## src/rtl/alu_acc_core_pkg.sv

```systemverilog
// Shared definitions for the accumulator ALU core: opcode map, FSM states and opcode helpers.
// The CPU sequencer imports the same package so opcode values stay in one place.
package alu_acc_core_pkg;

    localparam logic [3:0] OP_ADD  = 4'h0;
    localparam logic [3:0] OP_SUB  = 4'h1;
    localparam logic [3:0] OP_SHL  = 4'h2;
    localparam logic [3:0] OP_CMP  = 4'h3;
    localparam logic [3:0] OP_EXOR = 4'h4;
    localparam logic [3:0] OP_BCMP = 4'h5;
    localparam logic [3:0] OP_AND  = 4'h6;
    localparam logic [3:0] OP_NAND = 4'h7;
    localparam logic [3:0] OP_OR   = 4'h8;
    localparam logic [3:0] OP_NOR  = 4'h9;
    localparam logic [3:0] OP_SHR  = 4'hA;
    localparam logic [3:0] OP_ROL  = 4'hB;

    typedef enum logic {
        ST_IDLE  = 1'b0,
        ST_SHIFT = 1'b1
    } state_t;

    function automatic logic isShiftOp(input logic [3:0] op);
        return (op == OP_SHL) || (op == OP_SHR) || (op == OP_ROL);
    endfunction

    function automatic logic isIllegalOp(input logic [3:0] op);
        return op >= 4'hC;
    endfunction

endpackage

```

## src/rtl/alu_acc_core_comb.sv

```systemverilog
// Combinational single-cycle datapath: result, carry/borrow and signed overflow for
// the arithmetic, compare and logic opcodes. Shifts and illegal opcodes yield zeros.
module alu_acc_core_comb
    import alu_acc_core_pkg::*;
#(
    parameter int WIDTH = 8
) (
    input  logic [WIDTH-1:0] acc_i,
    input  logic [WIDTH-1:0] operand_i,
    input  logic [3:0]       opcode_i,
    input  logic             cin_i,
    output logic [WIDTH-1:0] result_o,
    output logic             cout_o,
    output logic             ovf_o
);

    localparam int MSB = WIDTH - 1;

    logic [WIDTH:0] sum;
    logic [WIDTH:0] diff;
    logic [WIDTH:0] cmpDiff;

    // One extra bit on top carries the ADD carry / SUB borrow out.
    assign sum     = {1'b0, acc_i} + {1'b0, operand_i} + {{WIDTH{1'b0}}, cin_i};
    assign diff    = {1'b0, acc_i} - {1'b0, operand_i} - {{WIDTH{1'b0}}, cin_i};
    assign cmpDiff = {1'b0, acc_i} - {1'b0, operand_i};

    always_comb begin
        result_o = '0;
        cout_o   = 1'b0;
        ovf_o    = 1'b0;
        case (opcode_i)
            OP_ADD: begin
                result_o = sum[MSB:0];
                cout_o   = sum[WIDTH];
                ovf_o    = (acc_i[MSB] == operand_i[MSB]) && (sum[MSB] != acc_i[MSB]);
            end
            OP_SUB: begin
                result_o = diff[MSB:0];
                cout_o   = diff[WIDTH];
                ovf_o    = (acc_i[MSB] != operand_i[MSB]) && (diff[MSB] != acc_i[MSB]);
            end
            // CMP reports the difference so the top can derive zero/neg; ACC is not written.
            OP_CMP: begin
                result_o = cmpDiff[MSB:0];
                cout_o   = cmpDiff[WIDTH];
                ovf_o    = (acc_i[MSB] != operand_i[MSB]) && (cmpDiff[MSB] != acc_i[MSB]);
            end
            OP_EXOR: result_o = acc_i ^ operand_i;
            OP_BCMP: result_o = ~acc_i;
            OP_AND:  result_o = acc_i & operand_i;
            OP_NAND: result_o = ~(acc_i & operand_i);
            OP_OR:   result_o = acc_i | operand_i;
            OP_NOR:  result_o = ~(acc_i | operand_i);
            default: ;
        endcase
    end

endmodule

```

## src/rtl/alu_acc_core.sv

```systemverilog
// Accumulator ALU core: holds ACC and registered flags, runs single-cycle ops through
// alu_acc_core_comb and multi-bit shifts one bit per enabled cycle under start/busy/done.
module alu_acc_core
    import alu_acc_core_pkg::*;
#(
    parameter  int WIDTH = 8,
    localparam int SHW   = $clog2(WIDTH)
) (
    input  logic             clk_i,
    input  logic             rst_ni,
    input  logic             ce_i,
    input  logic             load_i,
    input  logic             start_i,
    input  logic [3:0]       opcode_i,
    input  logic [WIDTH-1:0] data_in_i,
    input  logic [SHW-1:0]   shamt_i,
    input  logic             cin_i,
    output logic [WIDTH-1:0] data_out_o,
    output logic             busy_o,
    output logic             done_o,
    output logic             cout_o,
    output logic             zero_o,
    output logic             neg_o,
    output logic             ovf_o,
    output logic             err_o
);

    localparam int MSB = WIDTH - 1;

    state_t           state_q, state_d;
    logic [WIDTH-1:0] acc_q, acc_d;
    logic [SHW-1:0]   shiftCnt_q, shiftCnt_d;
    logic [3:0]       shiftOp_q, shiftOp_d;
    logic             busy_q, busy_d;
    logic             done_q, done_d;
    logic             err_q, err_d;
    logic             cout_q, cout_d;
    logic             zero_q, zero_d;
    logic             neg_q, neg_d;
    logic             ovf_q, ovf_d;

    logic [WIDTH-1:0] aluResult;
    logic             aluCout;
    logic             aluOvf;
    logic [3:0]       stepOp;
    logic [WIDTH-1:0] stepAcc;
    logic             stepOut;

    // Returns {bit shifted out, shifted value}; for ROL the bit out is the one wrapped.
    function automatic logic [WIDTH:0] shiftStep(input logic [WIDTH-1:0] v, input logic [3:0] op);
        logic [WIDTH:0] r;
        r = {v[MSB], v[MSB-1:0], 1'b0};
        case (op)
            OP_SHR:  r = {v[0], 1'b0, v[MSB:1]};
            OP_ROL:  r = {v[MSB], v[MSB-1:0], v[MSB]};
            default: ;
        endcase
        return r;
    endfunction

    alu_acc_core_comb #(.WIDTH(WIDTH)) u_comb (
        .acc_i     (acc_q),
        .operand_i (data_in_i),
        .opcode_i  (opcode_i),
        .cin_i     (cin_i),
        .result_o  (aluResult),
        .cout_o    (aluCout),
        .ovf_o     (aluOvf)
    );

    assign stepOp             = (state_q == ST_SHIFT) ? shiftOp_q : opcode_i;
    assign {stepOut, stepAcc} = shiftStep(acc_q, stepOp);

    // SHIFT stays entered through the done cycle (counter at zero) so a new start
    // cannot slip in while busy is still reported.
    always_comb begin
        state_d    = state_q;
        acc_d      = acc_q;
        shiftCnt_d = shiftCnt_q;
        shiftOp_d  = shiftOp_q;
        busy_d     = busy_q;
        done_d     = done_q;
        err_d      = err_q;
        cout_d     = cout_q;
        zero_d     = zero_q;
        neg_d      = neg_q;
        ovf_d      = ovf_q;
        if (ce_i) begin
            done_d = 1'b0;
            err_d  = 1'b0;
            case (state_q)
                ST_IDLE: begin
                    if (load_i) begin
                        acc_d = data_in_i;
                    end else if (start_i) begin
                        done_d = 1'b1;
                        if (isIllegalOp(opcode_i)) begin
                            err_d = 1'b1;
                        end else if (isShiftOp(opcode_i)) begin
                            if (shamt_i == '0) begin
                                cout_d = 1'b0;
                                ovf_d  = 1'b0;
                                zero_d = (acc_q == '0);
                                neg_d  = acc_q[MSB];
                            end else begin
                                acc_d      = stepAcc;
                                shiftOp_d  = opcode_i;
                                shiftCnt_d = shamt_i - SHW'(1);
                                state_d    = ST_SHIFT;
                                busy_d     = 1'b1;
                                done_d     = (shamt_i == SHW'(1));
                                if (shamt_i == SHW'(1)) begin
                                    cout_d = stepOut;
                                    ovf_d  = 1'b0;
                                    zero_d = (stepAcc == '0);
                                    neg_d  = stepAcc[MSB];
                                end
                            end
                        end else begin
                            if (opcode_i != OP_CMP) begin
                                acc_d = aluResult;
                            end
                            cout_d = aluCout;
                            ovf_d  = aluOvf;
                            zero_d = (aluResult == '0);
                            neg_d  = aluResult[MSB];
                        end
                    end
                end
                ST_SHIFT: begin
                    if (shiftCnt_q == '0) begin
                        state_d = ST_IDLE;
                        busy_d  = 1'b0;
                    end else begin
                        acc_d      = stepAcc;
                        shiftCnt_d = shiftCnt_q - SHW'(1);
                        done_d     = (shiftCnt_q == SHW'(1));
                        if (shiftCnt_q == SHW'(1)) begin
                            cout_d = stepOut;
                            ovf_d  = 1'b0;
                            zero_d = (stepAcc == '0);
                            neg_d  = stepAcc[MSB];
                        end
                    end
                end
                default: state_d = ST_IDLE;
            endcase
        end
    end

    always_ff @(posedge clk_i or negedge rst_ni) begin
        if (!rst_ni) begin
            state_q    <= ST_IDLE;
            acc_q      <= '0;
            shiftCnt_q <= '0;
            shiftOp_q  <= OP_SHL;
            busy_q     <= 1'b0;
            done_q     <= 1'b0;
            err_q      <= 1'b0;
            cout_q     <= 1'b0;
            zero_q     <= 1'b0;
            neg_q      <= 1'b0;
            ovf_q      <= 1'b0;
        end else begin
            state_q    <= state_d;
            acc_q      <= acc_d;
            shiftCnt_q <= shiftCnt_d;
            shiftOp_q  <= shiftOp_d;
            busy_q     <= busy_d;
            done_q     <= done_d;
            err_q      <= err_d;
            cout_q     <= cout_d;
            zero_q     <= zero_d;
            neg_q      <= neg_d;
            ovf_q      <= ovf_d;
        end
    end

    // A pending pulse is masked while ce is low and shows in the next enabled cycle.
    assign done_o     = done_q & ce_i;
    assign err_o      = err_q & ce_i;
    assign data_out_o = acc_q;
    assign busy_o     = busy_q;
    assign cout_o     = cout_q;
    assign zero_o     = zero_q;
    assign neg_o      = neg_q;
    assign ovf_o      = ovf_q;

endmodule
```

## config.mk

```make
export PLATFORM = sky130hd
export DESIGN_NAME = alu_acc_core
export DESIGN_NICKNAME = d
export VERILOG_FILES = /design/src/rtl/alu_acc_core_pkg.sv /design/src/rtl/alu_acc_core_comb.sv /design/src/rtl/alu_acc_core.sv
export SDC_FILE = /design/constraint.sdc
export NUM_CORES = 1
export LEC_CHECK = 0
export BUFFER_PORTS_ARGS = -buffer_cell sky130_fd_sc_hd__buf_2
export CORE_MARGIN = 3
export CORE_UTILIZATION = 65
export CTS_CLUSTER_SIZE = 14
export DETAILED_ROUTE_END_ITERATION = 6
export PLACE_DENSITY = 0.95
export SYNTH_ARGS = -nofsm -noshare
export SYNTH_HDL_FRONTEND = slang
export SYNTH_SLANG_ARGS = --single-unit
export TNS_END_PERCENT = 20
```

## constraint.sdc

```tcl
create_clock -name clk_i -period 6.55 [get_ports clk_i]
set_clock_uncertainty 0.05 [all_clocks]
set_input_delay 0.9825 -clock clk_i [delete_from_list [all_inputs] [get_ports clk_i]]
set_output_delay 0.9825 -clock clk_i [all_outputs]
set_load 0.005 [all_outputs]
```

# After elaboration in Yosys (flattened, before gate mapping)
# Cells that the tools add are included.
totals:
  regBits: 23
  inputBits: 21
  word_cells: 161
classes:
  addsub: 6
  order_cmp: 1
  n_eq_ne: 34
  muxes: 81
  bitwise_logic: 12
  reduce_logical: 16
ops:
  columns: ["operator", "count"]
  rows:
  - ["case mux 8 bit (9 select lines)", 1]
  - ["two-way mux 8 bit", 7]
  - ["two-way mux 1 bit", 54]
  - ["AND reduction 7 bit", 4]
  - ["== test 4 bit, second input constant", 6]
  - ["logical NOT 8 bit", 3]
  - ["inverter 8 bit", 3]
  - ["two-way mux 3 bit", 6]
  - ["case mux 9 bit (2 select lines)", 1]
  - ["== test 4 x 3 -> 1 bit, second input constant", 4]
  - ["case mux 8 bit (2 select lines)", 1]
  - ["case mux 1 bit (2 select lines)", 7]
  - ["inequality test 2 bit, second input constant", 6]
  - ["inequality test 4 bit, second input constant", 3]
  - ["adder 8 x 8 -> 9 bit", 1]
  - ["adder 9 x 1 -> 9 bit", 1]
  - ["subtractor 8 x 8 -> 9 bit", 1]
  - ["subtractor 9 x 1 -> 9 bit", 1]
  - ["AND 8 bit", 1]
  - ["== test 4 x 2 -> 1 bit, second input constant", 2]
  - ["bitwise OR 8 bit", 1]
  - ["XOR 8 bit", 1]
  - ["== test 3 x 1 -> 1 bit, second input constant", 2]
  - ["logical NOT 3 bit", 2]
  - ["17 further kinds", 31]

# Longest topological paths before layout
logic_depth:
  ltp_word: 11
  ltp_mapped: 13
  mapped_depth_nobuf: 13

# By module
# Synthesis repeated with hierarchy kept, for this count alone.
hier_totals:
  cells_unflattened: 450
  area_unflattened_um2: 3522.1
modules_own_cells:
  columns: ["mod", "n_inst", "cells_per_inst", "area_per_inst_um2"]
  rows:
  - ["alu_acc_core_comb", 1, 256, 1784.2]
  - ["alu_acc_core", 1, 194, 1737.9]

# Worst setup path before layout
# Ideal clock, no wire load.
synth_path:
  kind: "input -> register"
  start: "input data_in_i[0]"
  end: "register zero_q (netlist: zero_o)"
  setup_time_ns: 0.103
  arrival_ns: 3.238
  path_slack_ns: 3.159
  stages: 10
  n_path_buf: 0
  path_cell_list: "ha_1 -> fa_1 -> ha_1 -> nand2_1 -> nor4_4 -> xnor2_1 -> a221o_1 -> nor4_2 -> nand3_1 -> o41ai_2"
synth_between:
  elab_chain_cells: 9
  elab_cells_between_ends: 16
  cone_classes: "add/sub: 4; mux: 6; bitwise: 5; reduce/logical: 1"
synth_rtl:
  columns: ["element", "line", "rtl"]
  rows:
  - ["start: declaration", "alu_acc_core.sv:15", "input logic [WIDTH-1:0] data_in_i,"]
  - ["subtractor 8 x 8 -> 9 bit, or another cell as far along", "alu_acc_core_comb.sv:25, alu_acc_core_comb.sv:26", null]
  - ["subtractor 9 x 1 -> 9 bit, or another cell as far along", "alu_acc_core_comb.sv:25", "assign diff = {1'b0, acc_i} - {1'b0, operand_i} - {{WIDTH{1'b0}}, cin_i};"]
  - ["case mux 8 bit (9 select lines) (*)", "alu_acc_core_comb.sv:32", "case (opcode_i)"]
  - ["logical NOT 8 bit (*)", "alu_acc_core.sv:125", "zero_d = (aluResult == '0);"]
  - ["two-way mux 1 bit (*)", "alu_acc_core.sv:99", "end else if (isShiftOp(opcode_i)) begin"]
  - ["two-way mux 1 bit (*)", "alu_acc_core.sv:97", "if (isIllegalOp(opcode_i)) begin"]
  - ["two-way mux 1 bit (*)", "alu_acc_core.sv:95", "end else if (start_i) begin"]
  - ["two-way mux 1 bit (*)", "alu_acc_core.sv:93", "if (load_i) begin"]
  - ["case mux 1 bit (2 select lines) (*)", "alu_acc_core.sv:91", "case (state_q)"]
  - ["end signal: assignment", "alu_acc_core.sv:173", "zero_q <= zero_d;"]
  - ["end: declaration", "alu_acc_core.sv:38", "logic zero_q, zero_d;"]
# Every way passes the cells marked *; elsewhere a longest branch is shown, timed or not. The select of a mux whose other input is x is not followed.
# A chain may end at the register's enable or synchronous reset.

# Worst setup path in the final report
layout_path:
  start: "input opcode_i[1]"
  end: "register cout_q (netlist: cout_o)"
layout_between:
  elab_chain_cells: 10
  elab_cells_between_ends: 26
  cone_classes: "order compare: 1; eq/ne: 9; mux: 12; reduce/logical: 4"
layout_rtl:
  columns: ["element", "line", "rtl"]
  rows:
  - ["start: declaration", "alu_acc_core.sv:14", "input logic [3:0] opcode_i,"]
  - ["two-way mux 4 bit", "alu_acc_core.sv:71", "assign stepOp = (state_q == ST_SHIFT) ? shiftOp_q : opcode_i;"]
  - ["== test 4 bit", "alu_acc_core.sv:53", "case (op)"]
  - ["case mux 9 bit (2 select lines)", "alu_acc_core.sv:53", null]
  - ["two-way mux 1 bit", "alu_acc_core.sv:112", "if (shamt_i == SHW'(1)) begin"]
  - ["two-way mux 1 bit", "alu_acc_core.sv:100", "if (shamt_i == '0) begin"]
  - ["two-way mux 1 bit", "alu_acc_core.sv:99", null]
  - ["two-way mux 1 bit", "alu_acc_core.sv:97", null]
  - ["two-way mux 1 bit", "alu_acc_core.sv:95", null]
  - ["two-way mux 1 bit", "alu_acc_core.sv:93", null]
  - ["case mux 1 bit (2 select lines)", "alu_acc_core.sv:91", null]
  - ["end signal: assignment", "alu_acc_core.sv:172", "cout_q <= cout_d;"]
  - ["end: declaration", "alu_acc_core.sv:37", "logic cout_q, cout_d;"]
# Parallel ways exist; a longest one is shown, timed or not. The select of a mux whose other input is x is not followed.

==> flow_summary.toml <==
[clocking]
post_cts_resized = 0
htreeDepth = 1
path_clk_slew_ns = 0.09
ctsHoldBuffers = 0
clockBufferDepth = 2
ctsRootBufferMaster = "clkbuf_8"
clkLatencyLatePin_ns = 0.27
cts_tree = "yes"
cts_inserted_buffers = 3
clkSinkCount = 23
cts_setup_buffers = 0

[layout]
largest_reg_flops = 8
area_delta_synth_final_pct = 4.86
multi_input_area_um2 = 2490
num-fill-cells = 376
seq_area_um2 = 577
drive_gt1_frac = 0.124
layout_commonest_cell = "nand2_1"
final_net_count = 502
insertedDiodeCount = 0
layout_common_cells = "nand2_1, inv_1, buf_2"
final_cell_count_no_fill = 512

[critical_path]
crit_path_top_delay_cell = "nor3_1"
max_stage_delay_ns = 0.55
r2r_end = "zero_o"
startpoint = "opcode_i[1]"
cp.buffers_inverters = 1
crit_type = "in -> reg"
critical-path-top-delay-family = "simple AND/OR/NAND/NOR gates"
rr_worst_depth = 11
cp-start-kind = "primary input"
crit_cells = 8
critical_path_required_ns = 6.61
cp_cell_sequence = "buf_2, nand2b_1, nor3_1, o21ai_1, nor2b_1, o21ai_1, mux2i_1, o41ai_1"
critPathCaptureType = "flip-flop"
crit_path_frequent_cell = "o21ai_1"
crit_fanout = 35
r2r-start = "data_out_o[0]"
cp.arrival_ns = 3.58
reg2reg_slack_ns = 3.19
crit_path_end = "cout_o"

[sta]
hold_viol = 0
max_freq_mhz = 284
final.setup.tns_ns = 0
setup_violations = 0
max-slew-margin-rel = 0.238
worst_pin_slew_ns = 1.14
rsz0062_at_grt = "no"
finalCritPeriodShare = 0.538
min_period_ns = 3.52
maxSlewViolCount = 0

[global_route]
grt_pass1_vias = 3291
grt_max_degree = 37
grt_pass1_wl_mm = 15.9
antenna_found_initial = 0
grt_usage = 0.322
grt_overflow = 0

[yosys]
syn_avg_cell_area_um2 = 7.80
ys.flop_type = "dfrtp_1"
yosysWarningCount = 0
yosysUniqueCellTypes = 67
syn_inst = 429
yosys_register_bits = 23
synth-seq-area-share = 0.172
synth_edf_count = 0
syn-cell-area_um2 = 3350
ys_async_sr_fraction = 1.00
syn-num-nets = 485

[route]
ant_nets = 0
drc_errors = 0
first_pass_iters = 7
drt_iter0_drc = 416
via_count = 3469
vias_per_cell = 6.78
wire_per_inst_um = 18.6
drt_wl_total_mm = 9.51

[run]
drv_cap = 0

[power]
ir_drop_uv = 179
power_density_nw_per_um2 = 367
leakage_uw = 0.00162

[floorplan]
rows = 25
dieArea_um2 = 6040
pin_count = 36
die_x_um = 77.7
start_util = 0.690
coreArea_um2 = 4850
die_h_um = 77.7

[place]
dp.cells = 508
dpl.hpwl_mm = 7.23
io_buffers = 35
gp_congestion = 1.00

[run_status]
outcome = "complete, no violations"

[worst_hold_path]
min_path_cells = 1
hp-class = "reg -> reg"
worst register-to-register path: stages, from the launching register on:
cell	delay, ns
dfrtp_1	0.54
inv_1	0.17
ha_1	0.26
fa_1	0.54
ha_1	0.23
nand2_1	0.13
nor4_4	0.17
xnor2_1	0.11
a221o_1	0.40
nor4_2	0.29
nand3_1	0.12
o41ai_2	0.27
report_power, final:
group | internal, µW | switching [µW] | total, µW | leakage [µW]
Sequential | 198 | 114 | 312 | 0.000288
Combinational | 369 | 516 | 884 | 0.00130
Clock | 42.5 | 49.1 | 91.7 | 0.0000255
cell type report:
type | instances | share of cell area
clock buffers | 3 | 0.0118
clock inverters | 1 | 0.00143
inverters | 37 | 0.0396
multi-input cells | 346 | 0.709
flip-flops and latches | 23 | 0.164
well taps | 67 | 0.0239
repair buffers | 35 | 0.0499
cell families (layout without fill, tap and decap cells):
| kind of cell | count (synthesis) | after routing | share of synthesized area |
|---|---|---|---|
| mux | 23 | 23 | 0.0703 |
| buf+inv | 60 | 76 | 0.0841 |
| flops | 23 | 23 | 0.172 |
| fa+ha+maj | 35 | 35 | 0.138 |
| xor+xnor | 16 | 16 | 0.0441 |
| simple gates | 140 | 140 | 0.215 |
| compound gates | 132 | 132 | 0.276 |
per-stage QoR:
| step | setup slack [ns] | hold WS (ns) | cell area (µm²) | power (µW) | util |
|---|---|---|---|---|---|
| finish | 3.03 | 0.451 | 3510 | 1290 | 0.724 |
| global route | 2.80 | 0.470 | 3510 | 1400 | 0.724 |
| CTS | 3.09 | 0.453 | 3510 | 1270 | 0.724 |
| detailed placement | 2.82 | 0.433 | 3460 | 1170 | 0.714 |
| global placement | 2.89 | 0.411 | 3460 | 1140 | 0.714 |
| floorplan | 3.16 | 0.393 | 3350 | 960 | - |
synthesized netlist by cell type (5+ instances only):
| cell | instances | area share |
|---|---|---|
| nor2b_1 | 11 | 0.021 |
| dfrtp_1 | 22 | 0.16 |
| nor4_1 | 6 | 0.011 |
| nand2b_1 | 10 | 0.019 |
| a21oi_1 | 27 | 0.040 |
| mux2i_1 | 19 | 0.057 |
| a31oi_1 | 6 | 0.011 |
| o31ai_1 | 5 | 0.011 |
| xnor2_1 | 11 | 0.029 |
| nand3_1 | 9 | 0.013 |
| a211oi_1 | 5 | 0.011 |
| o21ai_0 | 26 | 0.039 |
| o211ai_1 | 6 | 0.013 |
| nand2_1 | 39 | 0.044 |
| ha_1 | 32 | 0.12 |
| clkbuf_1 | 11 | 0.012 |
| nor3_1 | 14 | 0.021 |
| o22ai_1 | 5 | 0.0093 |
| inv_1 | 36 | 0.040 |
| nor2_1 | 29 | 0.033 |
| buf_6 | 5 | 0.017 |
per-layer routing:
| metal | GRT usage | vias up | wire length [µm] |
|---|---|---|---|
| met5 | 0 | - | 0 |
| met2 | 0.521 | 250 | 4440 |
| li1 | - | 1592 | - |
| met4 | 0.153 | 0 | 396 |
| met3 | 0.0638 | 51 | 1020 |
| met1 | 0.410 | 1576 | 3650 |
worst min path at each step:
stage,from,endpoint,slack (ns)
floorplan,shiftOp_q[2],shiftOp_q[2],0.39
global placement,shiftOp_q[2],shiftOp_q[2],0.41
detailed placement,cout_o,cout_o,0.43
CTS,shiftOp_q[1],shiftOp_q[1],0.45
global route,shiftOp_q[1],shiftOp_q[1],0.47
finish,shiftOp_q[1],shiftOp_q[1],0.45
(Power assumes the default switching activity.)
